### config.mk
export PLATFORM = sky130hd
export DESIGN_NAME = cd_csr_arb_flat
export DESIGN_NICKNAME = d
export VERILOG_FILES = /design/src/rtl/cd_csr_arb_pkg.sv /design/src/rtl/cd_csr_arb_if.sv /design/src/rtl/cd_rr_arb2.sv /design/src/rtl/cd_csr_arb.sv /design/src/flat_wrapper.sv
export SDC_FILE = /design/constraint.sdc
export NUM_CORES = 1
export LEC_CHECK = 0
export CORE_MARGIN = 2
export CORE_UTILIZATION = 52
export DETAILED_ROUTE_END_ITERATION = 7
export GPL_TIMING_DRIVEN = 0
export PLACE_DENSITY = 0.91
export REMOVE_ABC_BUFFERS = 1
export SKIP_LAST_GASP = 1
export SYNTH_ARGS = -nofsm -noshare
export SYNTH_HDL_FRONTEND = slang
export SYNTH_SLANG_ARGS = --single-unit
### constraint.sdc
create_clock -name clk -period 5.2 [get_ports clk]
set_input_delay 0.52 -clock clk [delete_from_list [all_inputs] [get_ports clk]]
set_output_delay 0.52 -clock clk [all_outputs]
set_load 0.02 [all_outputs]
### src/rtl/cd_csr_arb_pkg.sv
// Shared types and defaults for the two-requester CDBUS CSR arbiter.
package cd_csr_arb_pkg;

    localparam int unsigned DefRdLat       = 1;
    localparam int unsigned DefLockTimeout = 255;

    typedef enum logic [1:0] {
        StIdle = 2'd0,
        StOwn0 = 2'd1,
        StOwn1 = 2'd2
    } state_e;

    // Requester index: 0 -> a0, 1 -> a1
    typedef logic req_idx_t;

    typedef logic [4:0] csr_addr_t;
    typedef logic [7:0] csr_data_t;

endpackage

### src/rtl/cd_csr_arb_if.sv
// Requester command/return signals and the shared CSR port of cd_csr_arb.
interface cd_csr_arb_if;
    import cd_csr_arb_pkg::*;

    csr_addr_t a0_address;
    logic      a0_read;
    logic      a0_write;
    csr_data_t a0_writedata;
    logic      a0_lock;
    logic      a0_waitrequest;
    csr_data_t a0_readdata;
    logic      a0_rdvalid;

    csr_addr_t a1_address;
    logic      a1_read;
    logic      a1_write;
    csr_data_t a1_writedata;
    logic      a1_lock;
    logic      a1_waitrequest;
    csr_data_t a1_readdata;
    logic      a1_rdvalid;

    csr_addr_t csr_address;
    logic      csr_read;
    logic      csr_write;
    csr_data_t csr_writedata;
    csr_data_t csr_readdata;

    // Requester/CSR-device side
    modport master (
        output a0_address, a0_read, a0_write, a0_writedata, a0_lock,
        input  a0_waitrequest, a0_readdata, a0_rdvalid,
        output a1_address, a1_read, a1_write, a1_writedata, a1_lock,
        input  a1_waitrequest, a1_readdata, a1_rdvalid,
        input  csr_address, csr_read, csr_write, csr_writedata,
        output csr_readdata
    );

    // Arbiter side
    modport slave (
        input  a0_address, a0_read, a0_write, a0_writedata, a0_lock,
        output a0_waitrequest, a0_readdata, a0_rdvalid,
        input  a1_address, a1_read, a1_write, a1_writedata, a1_lock,
        output a1_waitrequest, a1_readdata, a1_rdvalid,
        output csr_address, csr_read, csr_write, csr_writedata,
        input  csr_readdata
    );

endinterface

### src/rtl/cd_rr_arb2.sv
// Two-way round-robin pick; the pointer names the requester favoured on a tie.
module cd_rr_arb2
    import cd_csr_arb_pkg::*;
(
    input  logic       clk,
    input  logic       reset,
    input  logic [1:0] req,
    input  logic [1:0] ack,
    input  logic       force_en,
    input  req_idx_t   force_prio,
    output logic [1:0] gnt
);

    req_idx_t prio_q;

    always_comb begin
        gnt = req;
        if (req == 2'b11) begin
            gnt           = 2'b00;
            gnt[prio_q]   = 1'b1;
        end
    end

    always_ff @(posedge clk or posedge reset) begin
        if (reset) begin
            prio_q <= 1'b0;
        end else if (force_en) begin
            prio_q <= force_prio;
        end else if (ack[0]) begin
            prio_q <= 1'b1;
        end else if (ack[1]) begin
            prio_q <= 1'b0;
        end
    end

endmodule

### src/rtl/cd_csr_arb.sv
// Arbitrates two lockable requesters onto one CSR port and routes read data
// back to whichever requester issued each read.
module cd_csr_arb
    import cd_csr_arb_pkg::*;
#(
    parameter int unsigned RD_LAT       = DefRdLat,
    parameter int unsigned LOCK_TIMEOUT = DefLockTimeout
) (
    input  logic         clk,
    input  logic         reset,
    cd_csr_arb_if.slave  bus,
    output logic [1:0]   grant,
    output logic         lock_timeout
);

    logic [1:0] rd, wr, req, lock_raw, lk, acc, rr_gnt;
    logic [1:0] blk_q, blk_d;
    state_e     state_q, state_d;
    logic [15:0] cnt_q, cnt_d;
    req_idx_t   own_idx, acc_idx, force_prio;
    logic       force_en;

    assign rd       = {bus.a1_read, bus.a0_read};
    assign wr       = {bus.a1_write, bus.a0_write};
    assign req      = rd | wr;
    assign lock_raw = {bus.a1_lock, bus.a0_lock};
    // A requester whose lock was revoked is served unlocked until it drops lock
    assign lk       = lock_raw & ~blk_q;
    assign own_idx  = req_idx_t'(state_q == StOwn1);
    assign acc_idx  = acc[1];

    cd_rr_arb2 u_rr (
        .clk       (clk),
        .reset     (reset),
        .req       (req),
        .ack       (acc),
        .force_en  (force_en),
        .force_prio(force_prio),
        .gnt       (rr_gnt)
    );

    always_comb begin
        state_d      = state_q;
        cnt_d        = cnt_q;
        blk_d        = blk_q & lock_raw;
        acc          = 2'b00;
        grant        = 2'b00;
        lock_timeout = 1'b0;
        force_en     = 1'b0;
        force_prio   = 1'b0;
        unique case (state_q)
            StIdle: begin
                acc   = rr_gnt;
                grant = rr_gnt;
                cnt_d = '0;
                if (acc[0] && lk[0]) begin
                    state_d = StOwn0;
                end else if (acc[1] && lk[1]) begin
                    state_d = StOwn1;
                end
            end
            StOwn0, StOwn1: begin
                acc[own_idx]   = req[own_idx];
                grant[own_idx] = 1'b1;
                if (!lk[own_idx]) begin
                    state_d = StIdle;
                end
                if (req[own_idx]) begin
                    cnt_d = '0;
                end else if (cnt_q == 16'(LOCK_TIMEOUT - 1)) begin
                    // Revoke: no grant this cycle, the other side wins next
                    lock_timeout   = 1'b1;
                    grant          = 2'b00;
                    state_d        = StIdle;
                    cnt_d          = '0;
                    blk_d[own_idx] = 1'b1;
                    force_en       = 1'b1;
                    force_prio     = ~own_idx;
                end else begin
                    cnt_d = cnt_q + 16'd1;
                end
            end
            default: state_d = StIdle;
        endcase
        if (reset) begin
            acc          = 2'b00;
            grant        = 2'b00;
            lock_timeout = 1'b0;
        end
    end

    always_ff @(posedge clk or posedge reset) begin
        if (reset) begin
            state_q <= StIdle;
            cnt_q   <= '0;
            blk_q   <= 2'b00;
        end else begin
            state_q <= state_d;
            cnt_q   <= cnt_d;
            blk_q   <= blk_d;
        end
    end

    assign bus.a0_waitrequest = ~acc[0];
    assign bus.a1_waitrequest = ~acc[1];

    csr_addr_t            csr_address_q;
    csr_data_t            csr_writedata_q, readdata0_q, readdata1_q;
    logic                 csr_read_q, csr_write_q;
    req_idx_t             csr_who_q;
    logic [RD_LAT-1:0]    tag_vld_q;
    req_idx_t [RD_LAT-1:0] tag_who_q;
    logic [1:0]           rdvalid_q;
    csr_addr_t            sel_address;
    csr_data_t            sel_writedata;
    logic                 ret_vld;
    req_idx_t             ret_idx;

    assign sel_address   = acc_idx ? bus.a1_address : bus.a0_address;
    assign sel_writedata = acc_idx ? bus.a1_writedata : bus.a0_writedata;
    assign ret_vld       = tag_vld_q[RD_LAT-1];
    assign ret_idx       = tag_who_q[RD_LAT-1];

    always_ff @(posedge clk or posedge reset) begin
        if (reset) begin
            csr_address_q   <= '0;
            csr_writedata_q <= '0;
            csr_read_q      <= 1'b0;
            csr_write_q     <= 1'b0;
            csr_who_q       <= 1'b0;
            tag_vld_q       <= '0;
            tag_who_q       <= '0;
            rdvalid_q       <= 2'b00;
            readdata0_q     <= '0;
            readdata1_q     <= '0;
        end else begin
            csr_read_q  <= 1'b0;
            csr_write_q <= 1'b0;
            if (|acc) begin
                csr_read_q      <= rd[acc_idx];
                csr_write_q     <= wr[acc_idx] & ~rd[acc_idx];
                csr_address_q   <= sel_address;
                csr_writedata_q <= sel_writedata;
                csr_who_q       <= acc_idx;
            end
            // Stage k holds the issuer of the read strobed k+1 cycles ago
            tag_vld_q[0] <= csr_read_q;
            tag_who_q[0] <= csr_who_q;
            for (int i = 1; i < int'(RD_LAT); i++) begin
                tag_vld_q[i] <= tag_vld_q[i-1];
                tag_who_q[i] <= tag_who_q[i-1];
            end
            rdvalid_q <= 2'b00;
            if (ret_vld) begin
                rdvalid_q[ret_idx] <= 1'b1;
                if (ret_idx) begin
                    readdata1_q <= bus.csr_readdata;
                end else begin
                    readdata0_q <= bus.csr_readdata;
                end
            end
        end
    end

    assign bus.csr_address   = csr_address_q;
    assign bus.csr_writedata = csr_writedata_q;
    assign bus.csr_read      = csr_read_q;
    assign bus.csr_write     = csr_write_q;
    assign bus.a0_readdata   = readdata0_q;
    assign bus.a1_readdata   = readdata1_q;
    assign bus.a0_rdvalid    = rdvalid_q[0];
    assign bus.a1_rdvalid    = rdvalid_q[1];

endmodule

### src/flat_wrapper.sv
// flat-port wrapper written by rule: the top's interface ports become plain ports
module cd_csr_arb_flat import cd_csr_arb_pkg::*;
#(
    parameter int unsigned RD_LAT       = DefRdLat,
    parameter int unsigned LOCK_TIMEOUT = DefLockTimeout
)
  (clk, reset, grant, lock_timeout, bus_a0_address, bus_a0_read, bus_a0_write, bus_a0_writedata, bus_a0_lock, bus_a0_waitrequest, bus_a0_readdata, bus_a0_rdvalid, bus_a1_address, bus_a1_read, bus_a1_write, bus_a1_writedata, bus_a1_lock, bus_a1_waitrequest, bus_a1_readdata, bus_a1_rdvalid, bus_csr_address, bus_csr_read, bus_csr_write, bus_csr_writedata, bus_csr_readdata);
  cd_csr_arb_if bus_i ();
  input  logic clk;
  input  logic reset;
  output logic [1:0] grant;
  output logic lock_timeout;
  input wire logic [$bits(bus_i.a0_address)-1:0] bus_a0_address;
  input wire logic [$bits(bus_i.a0_read)-1:0] bus_a0_read;
  input wire logic [$bits(bus_i.a0_write)-1:0] bus_a0_write;
  input wire logic [$bits(bus_i.a0_writedata)-1:0] bus_a0_writedata;
  input wire logic [$bits(bus_i.a0_lock)-1:0] bus_a0_lock;
  output wire logic [$bits(bus_i.a0_waitrequest)-1:0] bus_a0_waitrequest;
  output wire logic [$bits(bus_i.a0_readdata)-1:0] bus_a0_readdata;
  output wire logic [$bits(bus_i.a0_rdvalid)-1:0] bus_a0_rdvalid;
  input wire logic [$bits(bus_i.a1_address)-1:0] bus_a1_address;
  input wire logic [$bits(bus_i.a1_read)-1:0] bus_a1_read;
  input wire logic [$bits(bus_i.a1_write)-1:0] bus_a1_write;
  input wire logic [$bits(bus_i.a1_writedata)-1:0] bus_a1_writedata;
  input wire logic [$bits(bus_i.a1_lock)-1:0] bus_a1_lock;
  output wire logic [$bits(bus_i.a1_waitrequest)-1:0] bus_a1_waitrequest;
  output wire logic [$bits(bus_i.a1_readdata)-1:0] bus_a1_readdata;
  output wire logic [$bits(bus_i.a1_rdvalid)-1:0] bus_a1_rdvalid;
  output wire logic [$bits(bus_i.csr_address)-1:0] bus_csr_address;
  output wire logic [$bits(bus_i.csr_read)-1:0] bus_csr_read;
  output wire logic [$bits(bus_i.csr_write)-1:0] bus_csr_write;
  output wire logic [$bits(bus_i.csr_writedata)-1:0] bus_csr_writedata;
  input wire logic [$bits(bus_i.csr_readdata)-1:0] bus_csr_readdata;
  assign bus_i.a0_address = bus_a0_address;
  assign bus_i.a0_read = bus_a0_read;
  assign bus_i.a0_write = bus_a0_write;
  assign bus_i.a0_writedata = bus_a0_writedata;
  assign bus_i.a0_lock = bus_a0_lock;
  assign bus_a0_waitrequest = bus_i.a0_waitrequest;
  assign bus_a0_readdata = bus_i.a0_readdata;
  assign bus_a0_rdvalid = bus_i.a0_rdvalid;
  assign bus_i.a1_address = bus_a1_address;
  assign bus_i.a1_read = bus_a1_read;
  assign bus_i.a1_write = bus_a1_write;
  assign bus_i.a1_writedata = bus_a1_writedata;
  assign bus_i.a1_lock = bus_a1_lock;
  assign bus_a1_waitrequest = bus_i.a1_waitrequest;
  assign bus_a1_readdata = bus_i.a1_readdata;
  assign bus_a1_rdvalid = bus_i.a1_rdvalid;
  assign bus_csr_address = bus_i.csr_address;
  assign bus_csr_read = bus_i.csr_read;
  assign bus_csr_write = bus_i.csr_write;
  assign bus_csr_writedata = bus_i.csr_writedata;
  assign bus_i.csr_readdata = bus_csr_readdata;
  cd_csr_arb #(.RD_LAT(RD_LAT), .LOCK_TIMEOUT(LOCK_TIMEOUT)) u_core (.clk(clk), .reset(reset), .bus(bus_i), .grant(grant), .lock_timeout(lock_timeout));
endmodule
==> flow_metrics.tcl <==
set metrics [dict create \
    worstSetupPathType "flip-flop to output pin" \
    post-route-period-util_pct 83.9 \
    setup_viol 0 \
    seq_power_share_pct 33.7 \
    synth_adder_area_share_pct 2.60 \
    cts_tree "done" \
    synth_seq_area_share_pct 49.4 \
    status "finished clean" \
    synth_top_cell_by_area "dfrtp_1" \
    slowest_stage "nor2_1" \
    n_antenna_cell 0 \
    hpwl_um 5100 \
    vias 2549 \
    yosys.area.top_type_share_pct 49.4 \
    internal_power_mw 1.25 \
    syn_avg_cell_area_sq_um 10.2 \
    place.gp.congestion 0.854 \
    synthSimpleGateAreaFrac_pct 21.3 \
    final_core_utilization_pct 72.0 \
    setup_tns_ns 0 \
    synth_ff_type "dfrtp_1" \
    required_ns 4.68 \
    fin_ws_ns 0.839 \
    dieArea_sq_mm 0.00617 \
    ios 80 \
    place_ws_ns 1.08 \
    syn_to_final_growth_pct 35.5 \
    arrival_ns 3.84 \
    port_buffers 79 \
    synth_compound_area_share_pct 13.7 \
    hold_path_class "flip-flop to flip-flop" \
    p_switching_mw 0.761 \
    cts_root_buf "clkbuf_8" \
    nNetsFinal 409 \
    cts_max_path_buffers 2 \
    grt_use_total_pct 23.4 \
    slew_headroom_pct 29.2 \
    grt_pass1_wl_um 11300 \
    synthArstFlopShare_pct 100 \
    initial_utilization_pct 53.1 \
    worstSetupStartpointType "flip-flop" \
    wl_um 7020 \
    finalPower_mw 2.01 \
    wl_per_cell_um 16.1 \
    drc 0 \
    synth_area_sq_mm 0.00289 \
    crit_path_end_kind "output pin" \
    coreArea_sq_mm 0.00544 \
    htreeDepth 3 \
    synth-seq-cells 57 \
    cts_setup_buffers 0 \
    cts_buffers 9 \
    cp_cell_sequence "ha_1, nor2_1, o211a_1, inv_1, clkdlybuf4s50_1" \
    cap_viol_max_count 0 \
    synthDistinctLibCells 49 \
    clockPowerShare_pct 19.3 \
    power_density_mw_per_mm2 513 \
    hold_violations 0 \
    hold_buffers 0 \
    die_w_um 78.6 \
    synth_edf_count 0 \
    drtIter0Drc 198 \
    fin_crit_ns 4.36 \
    die_y_um 78.6 \
    synth-xor-area-share_pct 3.33 \
    grt_antenna_before_repair 0 \
    grt_start_max_net_pins 32 \
    grt_remaining_overflow 0 \
    whs_ns 0.395 \
    slowest_delay_ns 0.85 \
    clock_latency_ns 0.33 \
    critPathMaxFanout 31 \
    worst_pin_slew_ns 1.06 \
    first_pass_iters 4 \
    finClkSkew_ns 0.0105 \
    ir_drop_v 0.000298 \
    p_leak_nw 1.59 \
    rows 27 \
    synth_warnings 0 \
    cts_sinks 57 \
    clk_pin_slew_worst_paths_ns 0.07 \
    netlist_instances 284 \
    antenna_left 0 \
    switching_share_pct 37.9 \
    pwr-share-comb_pct 46.9 \
    via_per_inst 5.83 \
    synth_top_family_by_area "simple AND/OR/NAND/NOR gates" \
    slew_viol_final 0 \
    rsz0062_at_grt "no" \
    timing.fmax_mhz 229 \
    ctsResizeCount 0 \
    synth.area.top_cells "dfrtp_1, mux2_2, nand2_1" \
    drive_gt1_share_pct 11.5 \
    synth.area.mux_share_pct 6.23 \
    grt_pass1_vias 2522 \
]
[critical path, delay by kind of cell, from the launching register on]
| kind | cells | cell delay, ns |
|---|---|---|
| fa+ha+maj | 1 | 0.33 |
| compound gates | 1 | 0.62 |
| simple gates | 1 | 0.85 |
| buf+inv | 2 | 1.25 |
| flops | 1 | 0.45 |
[synth_stat cells, types with 2 or more instances]
library cell / n
nand2b_1: 2
xnor2_1: 7
o21bai_1: 2
nor2b_1: 3
nand3_1: 10
o31ai_1: 2
mux2_2: 16
and3_1: 4
a22o_1: 2
o21ai_0: 8
a31oi_1: 2
nand4_1: 18
nand4b_1: 3
o311ai_0: 3
nor3b_1: 2
dfrtp_1: 57
nor2_1: 4
nand3b_1: 4
ha_1: 6
inv_1: 10
xor2_1: 4
nor4_1: 6
or3_1: 3
clkbuf_1: 11
nor3_1: 3
or2_2: 2
a21o_1: 2
o211ai_1: 15
nand2_1: 42
a21oi_1: 12
[cells by family (layout without fill, tap and decap cells)]
family / Yosys count / in the layout
flops: 57 / 57
mux: 16 / 16
fa+ha+maj: 6 / 6
xor+xnor: 11 / 11
buf+inv: 25 / 106
compound gates: 56 / 56
simple gates: 113 / 113
[sequential cells by signal (all words and copies together) (netlist names)]
name,count
u_core.csr_who_q,1
u_core.u_rr.prio_q,1
u_core.ret_vld,1
u_core.bus.csr_writedata,8
u_core.bus.csr_address,5
u_core.bus.a1_readdata,8
u_core.rdvalid_q,2
u_core.blk_q,2
u_core.bus.a0_readdata,8
u_core.state_q,2
u_core.bus.csr_read,1
u_core.ret_idx,1
u_core.bus.csr_write,1
u_core.cnt_q,16
[layout by cell type (no fill, tap or decap), drive strengths merged, types with 3 or more instances in the layout]
cell,netlist,final
clkbuf,11,9
o21ai,8,8
or3,4,4
xnor2,7,7
inv,10,10
nor2,4,4
nand3b,4,4
nand4,18,18
nand4b,3,3
clkdlybuf4s50,0,79
dfrtp,57,57
ha,6,6
o21bai,3,3
mux2,16,16
nor4,6,6
nor2b,3,3
o311ai,3,3
nor3,3,3
o211ai,15,15
nand3,11,11
clkinv,1,4
a21oi,12,12
and3,5,5
xor2,4,4
nand2,42,42
[final timing paths]
check	slack [ns]	to	startpoint	cells after the start
setup / recovery	0.84	bus_a1_waitrequest	u_core.state_q[1]$_DFFE_PP0P_	5
min in group asynchronous	0.65	u_core.state_q[1]$_DFFE_PP0P_	reset	2
setup reg to reg	1.74	u_core.bus.csr_write$_DFF_PP0_	u_core.state_q[1]$_DFFE_PP0P_	5
hold reg to reg	0.40	u_core.ret_idx$_DFF_PP0_	u_core.csr_who_q$_DFFE_PP0P_	0
max in group asynchronous	3.96	u_core.cnt_q[7]$_DFFE_PP0N_	reset	3
hold / removal	0.40	u_core.ret_idx$_DFF_PP0_	u_core.csr_who_q$_DFFE_PP0P_	0
[metal layers]
layer / global-route usage [%] / up-vias / wire length, um
met3: 5.86 / 15 / 477
li1: - / 1192 / -
met5: 0 / - / 0
met1: 28.2 / 1234 / 2850
met2: 40.0 / 108 / 3590
met4: 9.65 / 0 / 105
[final cells by class]
type                    instances  area (sq um)
repair buffers                 80           811
clock buffers                   9           124
multi-input cells             202          1370
fillers                       398          1520
flip-flops and latches         57          1430
inverters                      11          41.3
well taps                      72          90.1
clock inverters                 6          60.1
[power by group through the flow]
stage | clock [mW] | sequential [mW] | combinational [mW]
CTS | 0.394 | 0.677 | 0.948
floorplan | 0 | 0.819 | 0.388
finish | 0.388 | 0.678 | 0.943
global placement | 0 | 0.674 | 0.914
global route | 0.416 | 0.694 | 1.01
detailed placement | 0 | 0.685 | 0.942
[through the flow]
stage | std cells | area [sq um]
after floorplan | 270 | 2830
after detailed placement | 422 | 3730
after global placement | 421 | 3710
after CTS | 437 | 3920
final | 437 | 3920
after global routing | 437 | 3920
Note: power is estimated with default switching activity, not from simulation.
==> RTL change: new RTL, config.mk and constraints unchanged <==
Set the package constant `DefRdLat` to 2 (it was 1).
--- a/src/rtl/cd_csr_arb_pkg.sv
+++ b/src/rtl/cd_csr_arb_pkg.sv
@@ -1,7 +1,7 @@
 // Shared types and defaults for the two-requester CDBUS CSR arbiter.
 package cd_csr_arb_pkg;
 
-    localparam int unsigned DefRdLat       = 1;
+    localparam int unsigned DefRdLat       = 2;
     localparam int unsigned DefLockTimeout = 255;
 
     typedef enum logic [1:0] {
Function: changed (a bounded check fails within 4 cycles, from zero or initial values and one cycle with reset high).
==> RTL change against the original RTL <==
  * Power up 9.6%
  * Fmax up 15%
  * Cell area up 2.7%
  * Clock skew down 5.1 ps
  * Wire length up 4.0%
  * Area after synthesis up 2.7%
  * Worst setup slack better by 580 ps
  * Sequential cell count up 2
==> RTL change: results (changes against the original RTL) <==
Outcome = finished clean
First-pass GRT wire length = 11.9 mm (+5.2%)
Max reg flops = 16 (unchanged)
Root Driver = clkbuf_8
IO buf count = 79 (unchanged)
Fillcell total = 380 (-4.5%)
Post_cts resized = 0 (unchanged)
Worst min path class = reg -> reg
Final HPWL DP = 5.12 mm (+0.42%)
Largest reg by FF count = u_core.cnt_q
Ys Warns = 0 (unchanged)
Post-synthesis sequential area ratio = 49.7% (+0.38 points)
Maximum vdd drop = 327 uV (+9.8%)
Initial drt markers = 253 (+28%)
Total clock buffers created by CTS = 9 (unchanged)
Routed len/inst = 16.3 um (+1.7%)
Worst Max-Slew Pin Slew = 1150 ps (+90.8 ps)
Max Freq = 264 MHz (+15%)
First drt pass iteration count = 5 (+1)
Synth top area cells = dfrtp_1 (50%), mux2_2 (6.1%), o21ai_0 (4.6%)
Total gr overflow = 0 (unchanged)
R2R depth = 6 (+1)
Final hold slack = 345 ps (-50.4 ps)
Worst Path Max Fanout = 6 (-81%)
Clock Skew = 5.40 ps (-5.14 ps)
Hold Path Stages = 0 (unchanged)
Vias in the first global route = 2583 (+2.4%)
Routed vias = 2708 (+6.2%)
Pin count of the biggest net entering global routing = 36 (+13%)
Clock Path Buffers = 2 (unchanged)
Reg2Reg Capture Point = u_core.bus.csr_address[0]$_DFFE_PP0P_
GR Util All Layers = 24.4% (+0.93 points)
Leak = 1.53 nW (-3.7%)
Hold EP = u_core.tag_vld_q[1]$_DFF_PP0_
Ant diodes = 0 (unchanged)
Post-CTS Setup Repair Bufs = 0 (unchanged)
Ratio of cells with drive above 1 in the final layout = 11.5% (-0.040 points)
Initial antenna violation count = 0 (unchanged)
Nets = 418 (+2.2%)
Htree depth = 3 (unchanged)
Post-synth ARST share = 100% (unchanged)
Commonest cells post-synth = dfrtp_1 (59), o21ai_0 (27), nand3_1 (21), nand2_1 (19), nor2_1 (17)
Reg2reg setup slack = 2490 ps (+750 ps)
Crit path DAT = 3270 ps (-570 ps)
Reg-to-reg critical path startpoint = u_core.state_q[1]$_DFFE_PP0P_
RePlAce Congestion = 0.898 (+5.1%)
Clock Latency Late Sink = 340 ps
Clock slew at reported path FFs = 70 ps (about the same)
HP Start = u_core.tag_vld_q[0]$_DFF_PP0_
Yosys cell types = 44 (-10%)
RTL change: through the flow:
step / cells / instance area [um^2] / setup WS [ps] / power (mW)
6_report: 447 / 4030 / 1410 / 2.20
5_1_grt: 447 / 4030 / 1270 / 2.33
4_1_cts: 447 / 4030 / 1430 / 2.21
3_5_place_dp: 431 / 3830 / 1510 / 1.79
3_3_place_gp: 429 / 3790 / 1100 / 1.75
2_1_floorplan: 278 / 2910 / 2490 / 1.33
RTL change: critical path, stage by stage (launching register included):
cell and delay, ps:
dfrtp_1 400, inv_1 140, ha_1 260, nor3b_1 630, o21ai_0 320, or3_1 400, a21oi_1 160, clkdlybuf4s50_1 630
RTL change: routing by layer:
metal	track usage, %	vias up	part of all wire (%)
met4	12.1	0	2.2
li1	-	1250	-
met1	30.5	1303	40
met5	0	-	0
met2	40.3	138	50
met3	4.75	17	7.2
RTL change: logic make-up (layout without fill, tap and decap cells):
kind of cell / count (synthesis) / after routing / share of synthesized area [%]
AOI/OAI and AO/OA: 83 / 83 / 19.2
xor gates and xnor gates: 8 / 8 / 2.36
buffers and inverters: 26 / 108 / 3.41
adders and majority gates: 6 / 6 / 2.53
and+or+nand+nor: 95 / 95 / 16.7
muxes: 16 / 16 / 6.07
DFF: 59 / 59 / 49.7
RTL change: cell type report:
| cell class | count | area, um^2 | share of cell area (%) |
|---|---|---|---|
| Clock buffer | 10 | 128 | 3.17 |
| Clock inverter | 6 | 66.3 | 1.65 |
| Inverter | 11 | 41.3 | 1.03 |
| Multi-Input combinational cell | 208 | 1400 | 34.8 |
| Sequential cell | 59 | 1480 | 36.7 |
| Tap cell | 72 | 90.1 | 2.24 |
| Timing Repair Buffer | 81 | 822 | 20.4 |
RTL change: report_power, final:
| part | internal [mW] | total, mW | switching, mW | leakage, nW |
|---|---|---|---|---|
| clock | 0.221 | 0.406 | 0.185 | 0.0885 |
| sequential | 0.615 | 0.704 | 0.0890 | 0.736 |
| combinational | 0.489 | 1.09 | 0.604 | 0.703 |
| total | 1.32 | 2.20 | 0.877 | 1.53 |
RTL change: worst max path at each step:
stage | startpoint | to | cells after the start
after CTS | u_core.state_q[0]$_DFFE_PP0P_ | grant[1] | 7
after detailed placement | bus_a0_write | grant[1] | 6
after global routing | u_core.state_q[0]$_DFFE_PP0P_ | grant[1] | 7
after floorplan | u_core.cnt_q[0]$_DFFE_PP0N_ | grant[0] | 6
after global placement | bus_a0_read | bus_a0_waitrequest | 5
final | u_core.state_q[0]$_DFFE_PP0P_ | grant[1] | 7
